==> src/rtl/mips_run_ctrl.sv <==
// Run controller for a MIPS core: holds the core in reset, runs it, then stops on
// halt, a self-loop on the PC, or a cycle budget, and reports the cause.
module mips_run_ctrl #(
  parameter int unsigned RST_CYCLES  = 5,
  parameter int unsigned MAX_CYCLES  = 500,
  parameter int unsigned LOOP_CYCLES = 4,
  parameter int unsigned PC_W        = 32,
  parameter int unsigned CNT_W       = 16
) (
  input  logic             clk,
  input  logic             reset,
  input  logic             start,
  input  logic             halt,
  input  logic [PC_W-1:0]  pc,
  output logic             core_reset,
  output logic             running,
  output logic             done,
  output logic             halted,
  output logic             loop_hit,
  output logic             timeout,
  output logic [CNT_W-1:0] cycle_count
);

  localparam int unsigned HoldW = $clog2(RST_CYCLES + 1);
  localparam int unsigned LoopW = $clog2(LOOP_CYCLES + 1);
  localparam logic [HoldW-1:0] HoldLast = HoldW'(RST_CYCLES - 1);
  localparam logic [LoopW-1:0] LoopLast = LoopW'(LOOP_CYCLES - 1);
  localparam logic [CNT_W-1:0] MaxLast  = CNT_W'(MAX_CYCLES - 1);

  typedef enum logic [1:0] {StHold, StRun, StDone} state_e;

  state_e            state_q, state_d;
  logic [HoldW-1:0]  hold_cnt_q, hold_cnt_d;
  logic [LoopW-1:0]  loop_cnt_q, loop_cnt_d;
  logic [CNT_W-1:0]  cycle_count_q, cycle_count_d;
  logic [PC_W-1:0]   pc_prev_q, pc_prev_d;
  logic              valid_q, valid_d;
  logic              halted_q, halted_d;
  logic              loop_hit_q, loop_hit_d;
  logic              timeout_q, timeout_d;
  logic              pc_match, loop_cond, timeout_cond;

  // The first RUN edge after entry only captures the PC, so valid gates matching.
  assign pc_match     = valid_q && (pc == pc_prev_q);
  assign loop_cond    = pc_match && (loop_cnt_q == LoopLast);
  assign timeout_cond = (cycle_count_q == MaxLast);

  always_comb begin
    state_d       = state_q;
    hold_cnt_d    = hold_cnt_q;
    loop_cnt_d    = loop_cnt_q;
    cycle_count_d = cycle_count_q;
    pc_prev_d     = pc_prev_q;
    valid_d       = valid_q;
    halted_d      = halted_q;
    loop_hit_d    = loop_hit_q;
    timeout_d     = timeout_q;
    unique case (state_q)
      StHold: begin
        if (hold_cnt_q == HoldLast) begin
          state_d       = StRun;
          hold_cnt_d    = '0;
          cycle_count_d = '0;
          loop_cnt_d    = '0;
          valid_d       = 1'b0;
        end else begin
          hold_cnt_d = hold_cnt_q + 1'b1;
        end
      end
      StRun: begin
        cycle_count_d = cycle_count_q + 1'b1;
        pc_prev_d     = pc;
        valid_d       = 1'b1;
        loop_cnt_d    = pc_match ? loop_cnt_q + 1'b1 : '0;
        if (halt) begin
          halted_d = 1'b1;
          state_d  = StDone;
        end else if (loop_cond) begin
          loop_hit_d = 1'b1;
          state_d    = StDone;
        end else if (timeout_cond) begin
          timeout_d = 1'b1;
          state_d   = StDone;
        end
      end
      StDone: begin
        if (start) begin
          halted_d   = 1'b0;
          loop_hit_d = 1'b0;
          timeout_d  = 1'b0;
          hold_cnt_d = '0;
          state_d    = StHold;
        end
      end
      default: state_d = StHold;
    endcase
  end

  always_ff @(posedge clk or negedge reset) begin
    if (!reset) begin
      state_q       <= StHold;
      hold_cnt_q    <= '0;
      loop_cnt_q    <= '0;
      cycle_count_q <= '0;
      pc_prev_q     <= '0;
      valid_q       <= 1'b0;
      halted_q      <= 1'b0;
      loop_hit_q    <= 1'b0;
      timeout_q     <= 1'b0;
    end else begin
      state_q       <= state_d;
      hold_cnt_q    <= hold_cnt_d;
      loop_cnt_q    <= loop_cnt_d;
      cycle_count_q <= cycle_count_d;
      pc_prev_q     <= pc_prev_d;
      valid_q       <= valid_d;
      halted_q      <= halted_d;
      loop_hit_q    <= loop_hit_d;
      timeout_q     <= timeout_d;
    end
  end

  assign core_reset  = (state_q == StHold);
  assign running     = (state_q == StRun);
  assign done        = (state_q == StDone);
  assign halted      = halted_q;
  assign loop_hit    = loop_hit_q;
  assign timeout     = timeout_q;
  assign cycle_count = cycle_count_q;

endmodule

==> config.mk <==
export PLATFORM = sky130hd
export DESIGN_NAME = mips_run_ctrl
export DESIGN_NICKNAME = d
export VERILOG_FILES = /design/src/rtl/mips_run_ctrl.sv
export SDC_FILE = /design/constraint.sdc
export NUM_CORES = 1
export LEC_CHECK = 0
export CAP_MARGIN = 20
export CORE_MARGIN = 2
export CORE_UTILIZATION = 45
export DETAILED_ROUTE_END_ITERATION = 7
export PLACE_DENSITY = 0.73
export SLEW_MARGIN = 30
export SYNTH_ARGS = -nofsm -noshare
export SYNTH_HDL_FRONTEND = slang
export SYNTH_SLANG_ARGS = --single-unit
==> constraint.sdc <==
create_clock -name clk -period 1.6 [get_ports clk]
set_input_delay 0.32 -clock clk [delete_from_list [all_inputs] [get_ports clk]]
set_output_delay 0.32 -clock clk [all_outputs]
set_load 0.005 [all_outputs]
## After elaboration in Yosys (flattened, before gate mapping)

Cells that the tools add are included.
Widths: inputs -> output; s select.

- Register bits after elaboration: 60

- Eq/ne operators: 14
- $add $sub $neg: 3
- Multiplexer cells: 26
- Reduce and logical (&&, ||, !) cells: 12

Operators by type and width:

| kind | number |
|---|---|
| $eq 32x32->1 | 1 |
| $pmux 16 s2 | 1 |
| $add 16x1->16 const B | 1 |
| $eq 16x9->1 const B | 1 |
| $mux 16 | 1 |
| $mux 3 | 4 |
| $pmux 3 s2 | 2 |
| $mux 2 | 5 |
| $mux 1 | 8 |
| $ne 2x2->1 const B | 4 |
| $pmux 1 s2 | 4 |
| $add 3x1->3 const B | 2 |
| $ne 2x1->1 const B | 3 |
| $pmux 2 s3 | 1 |
| $reduce_and 3->1 | 2 |
| $reduce_bool 2->1 | 3 |
| $reduce_and 5->1 | 1 |
| $ne 4x2->1 const B | 1 |
| $reduce_and 2->1 | 2 |
| $reduce_and 4->1 | 1 |
| $eq 3x2->1 const B | 1 |
| $eq 3x3->1 const B | 1 |
| $eq 2x1->1 const B | 1 |
| $eq 2x2->1 const B | 1 |
| 2 further kinds | 3 |

## Depth between registers and ports, before layout

- Depth in word-level cells: 6
- Depth in mapped cells: 8
- Gate-level depth less buffers: 8

## Least setup slack after synthesis

No wires, ideal clock.

- Kind: reg-to-reg
- From: reg pc_prev_q[23]
- To: reg loop_cnt_q[2]
- Stages on the path, launching flop included: 7
- Buffers on the path: 0
- Path slack: -0.078 ns
- Clock period less this slack: 1.678 ns
- Arrival time: 1.595 ns
- Cells stage by stage: dfrtp_1 xor2_1 or4_1 nor2_1 nand4_1 or2_4 o22ai_1

- Longest elaborated chain between the ends: 4

Ends and longest elaborated chain:

| element | line | text |
|---|---|---|
| start: declaration | 36 | `logic [PC_W-1:0] pc_prev_q, pc_prev_d;` |
| start signal: assignment | 115 | `pc_prev_q <= pc_prev_d;` |
| $eq 32x32->1 | 44 | `assign pc_match = valid_q && (pc == pc_prev_q);` |
| $logic_and 1x1->1 | 44 |  |
| $mux 3 | 74 | `loop_cnt_d = pc_match ? loop_cnt_q + 1'b1 : '0;` |
| $pmux 3 s2 | 58 | `unique case (state_q)` |
| end signal: assignment | 113 | `loop_cnt_q <= loop_cnt_d;` |
| end: declaration | 34 | `logic [LoopW-1:0] loop_cnt_q, loop_cnt_d;` |

No other way between the ends.
A chain may end at the register's enable or synchronous reset.

## Final worst setup path

- From: reg pc_prev_q[2]
- To: reg loop_hit_q, in the netlist loop_hit

- Longest elaborated chain between the ends: 5

Ends and longest elaborated chain:

| element | line | text |
|---|---|---|
| $eq 32x32->1 | 44 |  |
| $logic_and 1x1->1 | 44 |  |
| $logic_and 1x1->1 | 45 | `assign loop_cond = pc_match && (loop_cnt_q == LoopLast);` |
| $ne 2x1->1 (no source line) | -- |  |
| $reduce_and 4->1 (no source line) | -- |  |
| end signal: assignment | 118 | `loop_hit_q <= loop_hit_d;` |
| end: declaration | 39 | `logic loop_hit_q, loop_hit_d;` |

No other way between the ends.

==> flow_summary.yaml <==
run_status:
  status: "finished, violations left"
  violations: "negative setup slack"
placed_design:
  dpl.hpwl_um: 4980
  gp_congestion: 0.829
  pre_cts_ws_ns: -0.727
  port_buffers: 57
final_layout:
  regArea_um2: 1500
  antenna_cells: 0
  nFillCells: 525
  multi_input_area_um2: 1570
  layout_commonest_cell: "nand2_1"
  syn_to_final_growth_pct: 43.1
  final_cell_mix: "nand2_1 (107), dfrtp_1 (58), buf_4 (45)"
  drive_gt1_share_pct: 19.8
  final_util_pct: 67.6
  fin_nets: 490
die:
  die_area_um2: 7420
  rows: 29
  io_pins: 58
  core_um2: 6420
  die_h_um: 86.1
  initial_core_util_pct: 47.3
  die_w_um: 86.1
grt:
  antenna_found_initial: 0
  grt_pass1_wl_um: 12600
  grt.total_usage_pct: 21.7
  grt_max_degree: 61
  grt_pass1_vias: 2790
  overflow: 0
worst_setup_path:
  crit_arrival_ns: 2.12
  cp-startpoint: "pc_prev_q[2]"
  endpoint_kind: "flop"
  path_max_fanout: 2
  critPathKind: "reg2reg"
  critPathMaxStageDelay_ns: 0.50
  required_ns: 1.88
  crit_path_top_delay_cell: "or4_1"
  start_kind: "flop"
  crit_family: "simple AND/OR/NAND/NOR gates"
  timing.rr.start: "pc_prev_q[2]"
  reg2reg_setup_slack_ns: -0.24
  worstPathCellList: "xor2_1 -> or4_1 -> nor2_1 -> nand4_1 -> nor4b_2 -> o21a_1"
  worst-path-buf-inv: 0
sta:
  setup_viol: 7
  grt_setup_unrepaired: "true"
  fmax_mhz: 543
  worst_hold_slack_ns: 0.239
  fin_ws_ns: -0.243
  clock_skew_ns: 0.00740
  period_needed_ns: 1.84
  slew_viol_final: 0
  worstMarginPinSlew_ns: 0.330
  slew_headroom_pct: 78.0
  hold_violations: 0
  fin_crit_sh_pct: 115
drt:
  drt_iter0_drc: 163
  avgViaCountPerCell: 5.25
  drt-pass1-iter-count: 4
  via_count: 2786
  routedWlPerCell_um: 14.3
  drc_errors: 0
  ant_nets: 0
  routed_wl_um: 7570
logic_synthesis:
  synthDistinctLibCells: 40
  synth_edf_count: 0
  synthesis.instances: 343
  ys_ff_latch: 60
  synth-main-ff-cell: "dfrtp_1"
  syn-num-nets: 384
  seq_area_frac_synth_pct: 49.5
  async_reset_ff_share_pct: 100
  synth_area_um2: 3040
  ys_warn_count: 0
  avgSynthCellArea_um2: 8.85
hold_path:
  hold_class: "in2reg"
  hp-start: "pc[30]"
clock_tree:
  clkLatencyLatePin_ns: 0.34
  cts_tree: "built"
  clockBufferDepth: 2
  cts_root_buf: "clkbuf_8"
  cts_max_level: 3
  cts.sinks: 60
  clk_pin_slew_worst_paths_ns: 0.07
  cts_buffers: 9
power:
  pwr-share-clk_pct: 21.0
  power.leakage_nw: 2.27
  combPwrFrac_pct: 38.6
  p_int_mw: 3.86
  p_seq_share_pct: 40.4
  power.density_nw_per_um2: 1390
  swShare_pct: 35.9
  p_switching_mw: 2.17
  irDropWorstVdd_mv: 0.878
run:
  maxCapViolations: 0
==> worst reg2reg max path, cell delays in order, from the launching register on <==
cell,delay [ns]
dfrtp_1,0.40
xor2_1,0.16
or4_1,0.50
nor2_1,0.13
nand4_1,0.14
nor4b_2,0.30
o21a_1,0.15
==> cells in the mapped netlist, drive strengths merged, types with 5 or more instances <==
library cell	instances	area [um^2]
xor2	20	175
nand2	109	417
ha	5	62.6
nor3	6	30.0
dfrtp	60	1500
clkbuf	9	33.8
nor2	9	33.8
mux2i	5	50.1
o21ai	19	98.8
nand4	11	68.8
and3	6	37.5
a21oi	5	25.0
nand2b	13	81.3
nand3	13	65.1
nor4	7	50.1
inv	13	48.8
==> final cells by class <==
cell class | instances | area share, %
multi-input combinational | 260 | 36.0
sequential | 60 | 34.6
timing repair buffer | 105 | 21.8
clock buffer | 15 | 4.06
tap | 77 | 2.22
inverter | 13 | 1.12
clock inverter | 1 | 0.115
==> cells by family (layout without fill, tap and decap cells) <==
| group | after synthesis | count (layout) | share of synthesized area, % |
|---|---|---|---|
| buf+inv | 23 | 134 | 2.89 |
| flops | 60 | 60 | 49.5 |
| mux | 5 | 5 | 1.65 |
| compound gates | 41 | 41 | 8.45 |
| simple gates | 185 | 185 | 28.6 |
| xor+xnor | 24 | 24 | 6.92 |
| fa+ha+maj | 5 | 5 | 2.06 |
==> per-stage QoR <==
stage,instance area [um^2],setup TNS (ns),power [mW],cells
after global routing,4340,-2.04,6.50,531
after floorplan,3040,-0.333,3.65,343
after CTS,4240,-1.56,5.99,526
final,4340,-1.41,6.03,531
after global placement,3920,-4.33,4.52,499
after detailed placement,3920,-4.54,4.59,499
==> path summary, 6_finish.rpt <==
path	to	cells after the start
max in group asynchronous	cycle_count[3]	3
min in group asynchronous	hold_cnt_q[0]	3
min	pc_prev_q[30]	3
min reg2reg	pc_prev_q[10]	2
max	loop_hit	6
max reg2reg	loop_hit	6
==> flip-flops by register name, indices dropped and copies added (netlist names) <==
name         flops
state_q          2
valid_q          1
halted           1
loop_hit         1
timeout          1
cycle_count     16
pc_prev_q       32
loop_cnt_q       3
hold_cnt_q       3
==> power groups by stage <==
stage	Sequential (mW)	Combinational [mW]	Clock (mW)
floorplan	2.36	1.29	0
global placement	2.40	2.12	0
detailed placement	2.42	2.18	0
CTS	2.43	2.27	1.29
global route	2.50	2.63	1.37
finish	2.44	2.33	1.27
==> metal layers <==
layer / part of all wire, % / up-vias / global-route usage, %
li1: - / 1371 / -
met1: 43 / 1321 / 26.7
met2: 50 / 77 / 36.3
met3: 5.3 / 17 / 5.20
met4: 1.7 / 0 / 9.38
met5: 0 / - / 0
==> repair_timing <==
| item | 4_1_cts | 5_1_grt |
|---|---|---|
| cloned | 0 | 0 |
| setup endpoints to repair | 21 | 21 |
| setup buffers | 10 | 5 |
| resized for setup | 32 | 21 |
| pin swaps | 9 | 8 |
| hold endpoints to repair | 46 | 0 |
| hold buffers | 1 | 0 |
Power figures use the tool's default switching activity.
